--- src/rtl/mul_sched_pkg.sv ---
`default_nettype none
// ============================================================================
// Module      : mul_sched_pkg
// Description : Shared constants and entry types for the multiplier
//               scheduler (pipe tracking entries and response buffer entries).
// Revision    : 1.0 - initial release
// ============================================================================
package mul_sched_pkg;

    localparam int unsigned DATA_W    = 32;
    // Tag width carried by the entry types; the top checks its TAG_W against it.
    localparam int unsigned PKG_TAG_W = 5;

    localparam logic ID_REQ0 = 1'b0;
    localparam logic ID_REQ1 = 1'b1;

    // One in-flight multiply tracked alongside the multiplier latency.
    typedef struct packed {
        logic                 valid;
        logic                 id;
        logic [PKG_TAG_W-1:0] tag;
    } pipe_entry_t;

    // One completed multiply waiting for the consumer.
    typedef struct packed {
        logic [DATA_W-1:0]    data;
        logic [PKG_TAG_W-1:0] tag;
        logic                 id;
    } buf_entry_t;

endpackage
`default_nettype wire

--- src/rtl/mul_sched_fifo.sv ---
`default_nettype none
// ============================================================================
// Module      : mul_sched_fifo
// Description : Show-ahead synchronous response FIFO with flush. Head entry is
//               presented combinationally from storage; storage is cleared by
//               reset so the head reads zero until the first push.
// Revision    : 1.0 - initial release
// ============================================================================
module mul_sched_fifo
    import mul_sched_pkg::*;
#(
    parameter int unsigned DEPTH = 4
) (
    input  logic       clk,
    input  logic       resetn,
    input  logic       flush,
    input  logic       push,
    input  buf_entry_t push_data,
    input  logic       pop,
    output logic       full,
    output logic       empty,
    output buf_entry_t head
);

    localparam int unsigned PTR_W = (DEPTH > 1) ? $clog2(DEPTH) : 1;
    localparam int unsigned CNT_W = $clog2(DEPTH + 1);

    buf_entry_t       r_mem [DEPTH];
    logic [PTR_W-1:0] r_wr_ptr;
    logic [PTR_W-1:0] r_rd_ptr;
    logic [CNT_W-1:0] r_count;
    logic             w_push;
    logic             w_pop;

    function automatic logic [PTR_W-1:0] ptr_inc(input logic [PTR_W-1:0] p);
        return (p == PTR_W'(DEPTH - 1)) ? '0 : p + PTR_W'(1);
    endfunction

    // A flush discards the buffer, so neither a push nor a pop takes effect.
    assign w_push = push & ~full & ~flush;
    assign w_pop  = pop & ~empty & ~flush;

    assign full  = (r_count == CNT_W'(DEPTH));
    assign empty = (r_count == '0);
    assign head  = r_mem[r_rd_ptr];

    // Storage write; reset zeroes it so the idle head reads as all-zero.
    always_ff @(posedge clk) begin
        if (!resetn) begin
            for (int i = 0; i < int'(DEPTH); i++) begin
                r_mem[i] <= '0;
            end
        end else if (w_push) begin
            r_mem[r_wr_ptr] <= push_data;
        end
    end

    // Pointer and occupancy tracking; flush empties without touching storage.
    always_ff @(posedge clk) begin
        if (!resetn || flush) begin
            r_wr_ptr <= '0;
            r_rd_ptr <= '0;
            r_count  <= '0;
        end else begin
            if (w_push) begin
                r_wr_ptr <= ptr_inc(r_wr_ptr);
            end
            if (w_pop) begin
                r_rd_ptr <= ptr_inc(r_rd_ptr);
            end
            case ({w_push, w_pop})
                2'b10:   r_count <= r_count + CNT_W'(1);
                2'b01:   r_count <= r_count - CNT_W'(1);
                default: r_count <= r_count;
            endcase
        end
    end

endmodule
`default_nettype wire

--- src/rtl/mul_sched.sv ---
`default_nettype none
// ============================================================================
// Module      : mul_sched
// Description : Two-requester round-robin scheduler for a shared fixed-latency
//               32-bit multiplier. Registers the winning operands, tracks
//               in-flight ops in a valid/tag pipe and buffers results for a
//               valid/ready consumer. Credits bound outstanding ops to
//               BUF_DEPTH so the buffer never overflows.
//               Optional: define MUL_SCHED_PERF_EN for issue/stall counters.
// Revision    : 1.0 - initial release
// ============================================================================
module mul_sched
    import mul_sched_pkg::*;
#(
    parameter int unsigned LATENCY   = 2,
    parameter int unsigned BUF_DEPTH = 4,
    parameter int unsigned TAG_W     = 5
) (
    input  logic              clk,
    input  logic              resetn,
    input  logic              flush,
    input  logic              req0_valid,
    output logic              req0_ready,
    input  logic [DATA_W-1:0] req0_a,
    input  logic [DATA_W-1:0] req0_b,
    input  logic [TAG_W-1:0]  req0_tag,
    input  logic              req1_valid,
    output logic              req1_ready,
    input  logic [DATA_W-1:0] req1_a,
    input  logic [DATA_W-1:0] req1_b,
    input  logic [TAG_W-1:0]  req1_tag,
    output logic [DATA_W-1:0] mul_multiplier,
    output logic [DATA_W-1:0] mul_multiplicand,
    input  logic [DATA_W-1:0] mul_result,
    output logic              rsp_valid,
    input  logic              rsp_ready,
    output logic [DATA_W-1:0] rsp_data,
    output logic [TAG_W-1:0]  rsp_tag,
    output logic              rsp_id,
    output logic [31:0]       perf_issue_cnt,
    output logic [31:0]       perf_stall_cnt
);

    localparam int unsigned CNT_W = $clog2(BUF_DEPTH + 1);

    // Entry types carry a fixed tag width; refuse to build with any other.
    generate
        if (TAG_W != PKG_TAG_W) begin : g_tag_w_check
            $error("mul_sched: TAG_W must equal PKG_TAG_W");
        end
    endgenerate

    logic [CNT_W-1:0] r_cnt;
    logic             r_last_grant;
    pipe_entry_t      r_pipe [LATENCY];
    pipe_entry_t      w_issue;
    buf_entry_t       w_push_data;
    buf_entry_t       w_head;
    logic             w_credit_ok;
    logic             w_acc0;
    logic             w_acc1;
    logic             w_accept;
    logic             w_push;
    logic             w_pop;
    logic             w_full;
    logic             w_empty;

    // A credit is only returned by a completed pop; no same-cycle bypass.
    assign w_credit_ok = (r_cnt < CNT_W'(BUF_DEPTH));

    // r_last_grant==1 means req0 last lost (or reset): req0 wins the tie.
    assign req0_ready = resetn & w_credit_ok & ~flush & (~req1_valid | r_last_grant);
    assign req1_ready = resetn & w_credit_ok & ~flush & (~req0_valid | ~r_last_grant);

    assign w_acc0   = req0_valid & req0_ready;
    assign w_acc1   = req1_valid & req1_ready;
    assign w_accept = w_acc0 | w_acc1;

    // Build the tracking entry for the op being issued this cycle.
    always_comb begin
        w_issue = '0;
        if (w_acc0) begin
            w_issue.valid = 1'b1;
            w_issue.id    = ID_REQ0;
            w_issue.tag   = req0_tag;
        end else if (w_acc1) begin
            w_issue.valid = 1'b1;
            w_issue.id    = ID_REQ1;
            w_issue.tag   = req1_tag;
        end
    end

    // Operand registers feed the multiplier and hold until the next accept.
    always_ff @(posedge clk) begin
        if (!resetn) begin
            mul_multiplier   <= '0;
            mul_multiplicand <= '0;
        end else if (w_acc0) begin
            mul_multiplier   <= req0_a;
            mul_multiplicand <= req0_b;
        end else if (w_acc1) begin
            mul_multiplier   <= req1_a;
            mul_multiplicand <= req1_b;
        end
    end

    // Round-robin state: remember who won; flush leaves it alone.
    always_ff @(posedge clk) begin
        if (!resetn) begin
            r_last_grant <= 1'b1;
        end else if (w_accept) begin
            r_last_grant <= w_acc1;
        end
    end

    // In-flight tracking pipe, shifting every cycle in step with the multiplier.
    always_ff @(posedge clk) begin
        if (!resetn || flush) begin
            for (int i = 0; i < int'(LATENCY); i++) begin
                r_pipe[i] <= '0;
            end
        end else begin
            r_pipe[0] <= w_issue;
            for (int i = 1; i < int'(LATENCY); i++) begin
                r_pipe[i] <= r_pipe[i-1];
            end
        end
    end

    // The multiplier output lines up with the last pipe stage.
    assign w_push           = r_pipe[LATENCY-1].valid;
    assign w_push_data.data = mul_result;
    assign w_push_data.tag  = r_pipe[LATENCY-1].tag;
    assign w_push_data.id   = r_pipe[LATENCY-1].id;

    assign w_pop = ~w_empty & rsp_ready;

    mul_sched_fifo #(
        .DEPTH     (BUF_DEPTH)
    ) u_fifo (
        .clk       (clk),
        .resetn    (resetn),
        .flush     (flush),
        .push      (w_push),
        .push_data (w_push_data),
        .pop       (w_pop),
        .full      (w_full),
        .empty     (w_empty),
        .head      (w_head)
    );

    assign rsp_valid = ~w_empty;
    assign rsp_data  = w_head.data;
    assign rsp_tag   = w_head.tag;
    assign rsp_id    = w_head.id;

    // Outstanding ops (in flight plus buffered); flush drops them all.
    always_ff @(posedge clk) begin
        if (!resetn || flush) begin
            r_cnt <= '0;
        end else begin
            case ({w_accept, w_pop})
                2'b10:   r_cnt <= r_cnt + CNT_W'(1);
                2'b01:   r_cnt <= r_cnt - CNT_W'(1);
                default: r_cnt <= r_cnt;
            endcase
        end
    end

`ifdef MUL_SCHED_PERF_EN
    logic [31:0] r_perf_issue;
    logic [31:0] r_perf_stall;
    logic        w_stall;

    // Any waiting requester while credits are exhausted is a stall cycle.
    assign w_stall = ~w_credit_ok & (req0_valid | req1_valid);

    // Free-running counters, cleared only by reset.
    always_ff @(posedge clk) begin
        if (!resetn) begin
            r_perf_issue <= '0;
            r_perf_stall <= '0;
        end else begin
            if (w_accept) begin
                r_perf_issue <= r_perf_issue + 32'd1;
            end
            if (w_stall) begin
                r_perf_stall <= r_perf_stall + 32'd1;
            end
        end
    end

    assign perf_issue_cnt = r_perf_issue;
    assign perf_stall_cnt = r_perf_stall;
`else
    assign perf_issue_cnt = '0;
    assign perf_stall_cnt = '0;
`endif

    // Full status is implied by the credit count; kept for readability.
    logic w_unused_full;
    assign w_unused_full = w_full;

endmodule
`default_nettype wire

--- config.mk ---
export PLATFORM = sky130hd
export DESIGN_NAME = mul_sched
export DESIGN_NICKNAME = d
export VERILOG_FILES = /design/src/rtl/mul_sched_pkg.sv /design/src/rtl/mul_sched_fifo.sv /design/src/rtl/mul_sched.sv
export SDC_FILE = /design/constraint.sdc
export NUM_CORES = 1
export LEC_CHECK = 0
export ABC_AREA = 1
export BUFFER_PORTS_ARGS = -buffer_cell sky130_fd_sc_hd__buf_2
export CORE_ASPECT_RATIO = 2
export CORE_MARGIN = 4
export CORE_UTILIZATION = 57
export CTS_CLUSTER_DIAMETER = 80
export CTS_CLUSTER_SIZE = 30
export DETAILED_ROUTE_END_ITERATION = 8
export GPL_TIMING_DRIVEN = 0
export PLACE_DENSITY = 0.87
export SLEW_MARGIN = 20
export SYNTH_ARGS = -nofsm -noshare
export SYNTH_HDL_FRONTEND = slang
export SYNTH_SLANG_ARGS = --single-unit
--- constraint.sdc ---
create_clock -name clk -period 7.3 [get_ports clk]
set_input_delay 0.365 -clock clk [delete_from_list [all_inputs] [get_ports clk]]
set_output_delay 0.365 -clock clk [all_outputs]
set_load 0.05 [all_outputs]
* Yosys cells after proc, flatten, opt, wreduce, memory -nomap -nowiden
Memory sizes are Yosys's and may differ from the RTL's. A register that Yosys moved wholly into a read port is not among the register bits.
Cells that the tools add are included.
** Word-level totals
- Bits in registers :: 75
- Memory bits (writable) :: 166
- Input port bits :: 176
- Output and inout port bits :: 169
- Logic and storage cells :: 76
- Memories kept :: 2
** Memory list
- u_fifo.r_mem :: words 4, width 38, rd ports 1, clocked after Yosys merged registers in 1, write ports 4, line mul_sched_fifo.sv:28 : buf_entry_t r_mem [DEPTH];
- r_pipe :: words 2, width 7, rd ports 2, clocked after Yosys merged registers in 0, write ports 2, line mul_sched.sv:55 : pipe_entry_t r_pipe [LATENCY];
** Operators by class
- Add/subtract/negate cells :: 6
- $lt $le $gt $ge :: 1
- Equality and inequality tests :: 7
- Multiplexer cells :: 24
- Bitwise logic cells :: 22
- Reductions and logical operators :: 7
** Operators with widths (number)
- $mux 32 :: 4
- $mux 38 :: 1
- $reduce_or 38->1 :: 1
- $mux 7 :: 4
- $pmux 3 s2 :: 2
- $and 1x1->1 :: 11
- $mux 2 :: 5
- $eq 2x2->1 const B :: 4
- $mux 1 :: 8
- $add 3x1->3 const B :: 2
- $not 1->1 :: 6
- $reduce_bool 2->1 :: 3
- $sub 3x1->3 const B :: 2
- $or 1x1->1 :: 5
- $add 2x1->2 const B :: 2
- $eq 2x1->1 const B :: 2
- $eq 3x3->1 const B :: 1
- $logic_not 3->1 :: 1
- $lt 3x3->1 const B :: 1
- $logic_not 1->1 :: 1
- $logic_or 1x1->1 :: 1

* Depth between registers and ports, before layout
- Depth after elaboration :: 9
- Depth in mapped cells :: 15
- Depth with buffers taken out :: 13

* Cells and area by module
From an unflattened synthesis, not the netlist that was laid out.
** Unflattened totals
- Cell total of the unflattened synthesis :: 1426
- Area, all modules :: 12067.8 µm²
** By module, submodules not included
- mul_sched_fifo :: times used 1, cells each 659, area each 7205.7 µm², seq. area each 4744.6 µm²
- mul_sched :: times used 1, cells each 767, area each 4862.2 µm², seq. area each 1641.6 µm²

* Worst setup path before layout
No wires, ideal clock.
- Path type :: in2reg
- Start point :: input resetn
- End point :: memory u_fifo.r_mem[0][0] in the netlist's numbering (enable)
- Library setup time :: 0.486 ns
- Arrival time :: 3.828 ns
- Required time :: 6.814 ns
- Setup slack :: 2.986 ns
- Stages on the path :: 8
- Path buffers :: 2
- Path through :: buf_2 > inv_2 > nor2_4 > inv_2 > nor2_4 > nand2_1 > buf_2 > o21ai_0
** RTL lines
- start, declared :: line mul_sched.sv:20 : input logic resetn,
- end, declared :: line mul_sched_fifo.sv:28

==> impl_metrics.env <==
export IMPL_die_width_um=110
export IMPL_clock_sinks=243
export IMPL_ys_warn_count=0
export IMPL_port_buffer_count=279
export IMPL_cp_common_cell="clkbuf_1"
export IMPL_start_kind="register"
export IMPL_synth_distinct_cells=29
export IMPL_crit_type="register to primary output"
export IMPL_syn_area_um2=11900
export IMPL_post_cts_buffers=0
export IMPL_clk_pin_slew_worst_paths_ns=0.12
export IMPL_fillCellCount=1579
export IMPL_maxSlewHeadroom_pct=46.6
export IMPL_fin_ws_ns=4.35
export IMPL_drc=0
export IMPL_grtUsageTotal_pct=27.9
export IMPL_required_ns=6.93
export IMPL_cts_root_buffer="clkbuf_16"
export IMPL_syn_inst=1405
export IMPL_die_area_um2=23400
export IMPL_clk_latency_ns=0.49
export IMPL_ff2ff_path_depth=8
export IMPL_cp_slowest_cell="clkbuf_1"
export IMPL_maxSlewViolCount=0
export IMPL_syn2layout_area_growth_pct=21.0
export IMPL_via_count=10600
export IMPL_final_min_clock_period_ns=2.95
export IMPL_grt_overflow_total=0
export IMPL_placementRows=74
export IMPL_cp_data_arrival_time_ns=2.59
export IMPL_critical_path_cell_chain="inv_1 > clkbuf_1 > clkbuf_1 > nor2_1 > o22ai_1 > buf_2"
export IMPL_finalClockSkew_ns=0.0424
export IMPL_tightestPinTransition_ns=0.801
export IMPL_stdcell_count=2040
export IMPL_max_freq_mhz=338
export IMPL_power_density_nw_per_um2=197
export IMPL_rsz0062_at_grt="no"
export IMPL_nets=1949
export IMPL_grt_pass1_wl_mm=51.2
export IMPL_grt_max_degree=32
export IMPL_drtAntennaViolNets=0
export IMPL_holdPathStages=3
export IMPL_p_leak_nw=7.06
export IMPL_layout_common_cells="nor2_1 (357), buf_2 (304), nand2_1 (210)"
export IMPL_wl_per_cell_um=16.2
export IMPL_core_area_um2=20500
export IMPL_dp_hpwl_mm=25.5
export IMPL_place_congestion=0.965
export IMPL_cts_max_path_buffers=3
export IMPL_tns_ns=0
export IMPL_drv_cap=0
export IMPL_cts_repair_resized=0
export IMPL_htree_num_levels=1
export IMPL_hold_viol_final=0
export IMPL_antenna_found_initial=2
export IMPL_setup_violations_final=0
export IMPL_initial_core_util_pct=58.1
export IMPL_avgSynthCellArea_um2=8.46
export IMPL_first_iter_violations=575
export IMPL_ys_seq_area_share_pct=53.7
export IMPL_cts_buffers=12
export IMPL_ir_drop_v=0.000192
export IMPL_die_h_um=212
export IMPL_grt_pass1_vias=10700
export IMPL_boundaryPins=345
export IMPL_ys_ff_latch=243
export IMPL_cts_tree="done"
export IMPL_crit_path_max_incr_delay_ns=0.47
export IMPL_end_kind="primary output"
export IMPL_final_common_cell="nor2_1"
export IMPL_viasPerCell=5.22
export IMPL_ctsHoldBuffers=0
export IMPL_path_max_fanout=10
export IMPL_totalWireLength_mm=33.0
export IMPL_dpl_cell_count=2019
export IMPL_finalCritPeriodShare_pct=40.5
export IMPL_dpl_worst_slack_ns=4.58
export IMPL_min_path_type="input port to register"
export IMPL_dr_pass1_iters=5
export IMPL_status="completed"
export IMPL_drive_gt1_share_pct=24.5
==> layer usage <==
metal	wire (µm)	GRT usage, %	up-vias
met2	18400	54.6	555
met3	2660	4.62	125
met1	10200	26.4	4859
met5	7	0	-
met4	1720	15.0	2
li1	-	-	5099
==> per-stage QoR <==
step / utilization [%] / area [µm²] / total power, mW / hold WS, ns
after floorplan: - / 12100 / 1.95 / 0.394
after global placement: 67.7 / 13900 / 2.08 / 0.396
after detailed placement: 68.4 / 14000 / 2.09 / 0.400
after CTS: 70.3 / 14400 / 2.84 / 0.0642
after global routing: 70.3 / 14400 / 2.93 / 0.110
final: 70.3 / 14400 / 2.84 / 0.0707
==> sequential cells by signal, indices dropped and copies added (netlist names), named ones only <==
signal / cells
mul_multiplicand: 32
u_fifo.r_rd_ptr: 2
u_fifo.r_wr_ptr: 2
r_cnt: 3
r_last_grant: 1
u_fifo.r_mem: 152
mul_multiplier: 32
r_pipe: 14
u_fifo.r_count: 3
==> path summary, 6_finish.rpt <==
path	slack, ns	end	from
setup / recovery	4.35	rsp_data[9]	register
hold / removal	0.07	r_pipe[0][3]$_SDFF_PP0_	req1_tag[3]
setup reg to reg	4.98	u_fifo.r_mem[0][19]$_SDFFCE_PN0P_	u_fifo.r_count[0]$_SDFFE_PP0P_
hold reg to reg	0.41	r_pipe[0][7]$_SDFF_PP0_	r_pipe[0][0]$_SDFF_PP0_
==> worst max-delay path: cells and delay by family, from the launching register on <==
family,cells,cell delay (ns)
AOI/OAI and AO/OA,1,0.28
and+or+nand+nor,1,0.14
buffers and inverters,4,1.32
DFF,1,0.37
==> cell families (layout without fill, tap and decap cells) <==
logic type	Yosys count	in the layout	synth area share, %
AND/OR/NAND/NOR	719	719	26.7
other	1	65	0.0315
flip-flops	243	243	53.7
buffers and inverters	293	598	12.4
AO/OA/AOI/OAI	143	143	6.44
adder cells (fa/ha/maj)	6	6	0.758
==> synth_stat cells, drive strengths merged <==
master	number	area (µm²)
nor3	76	480
or2	1	6.26
nor2	359	1360
ha	4	50.1
nand4	2	18.8
clkinv	1	3.75
edfxtp	152	4560
nand3b	64	480
nand3	5	25.0
clkbuf	50	188
a21oi	11	55.1
o31ai	1	7.51
dfxtp	91	1820
o21ai	93	465
nand2	212	798
o22ai	38	238
fa	2	40.0
inv	135	507
conb	1	3.75
buf	107	771
==> layout make-up <==
class                      count  area [µm²]  area share (%)
clock buffer                  19         348            2.42
inverter                     136         510            3.55
sequential                   243        6390            44.4
clock inverter                 1        30.0           0.209
multi-input combinational    932        4310            29.9
timing repair buffer         285        1510            10.5
tap                          266         333            2.31
antenna                        1        2.50          0.0174
buffer                       157         958            6.66
==> power by group <==
group | internal, mW | switching, mW
Sequential | 1.51 | 0.0225
Combinational | 0.154 | 0.375
Clock | 0.342 | 0.429
Total | 2.01 | 0.827
(Power assumes the default switching activity.)
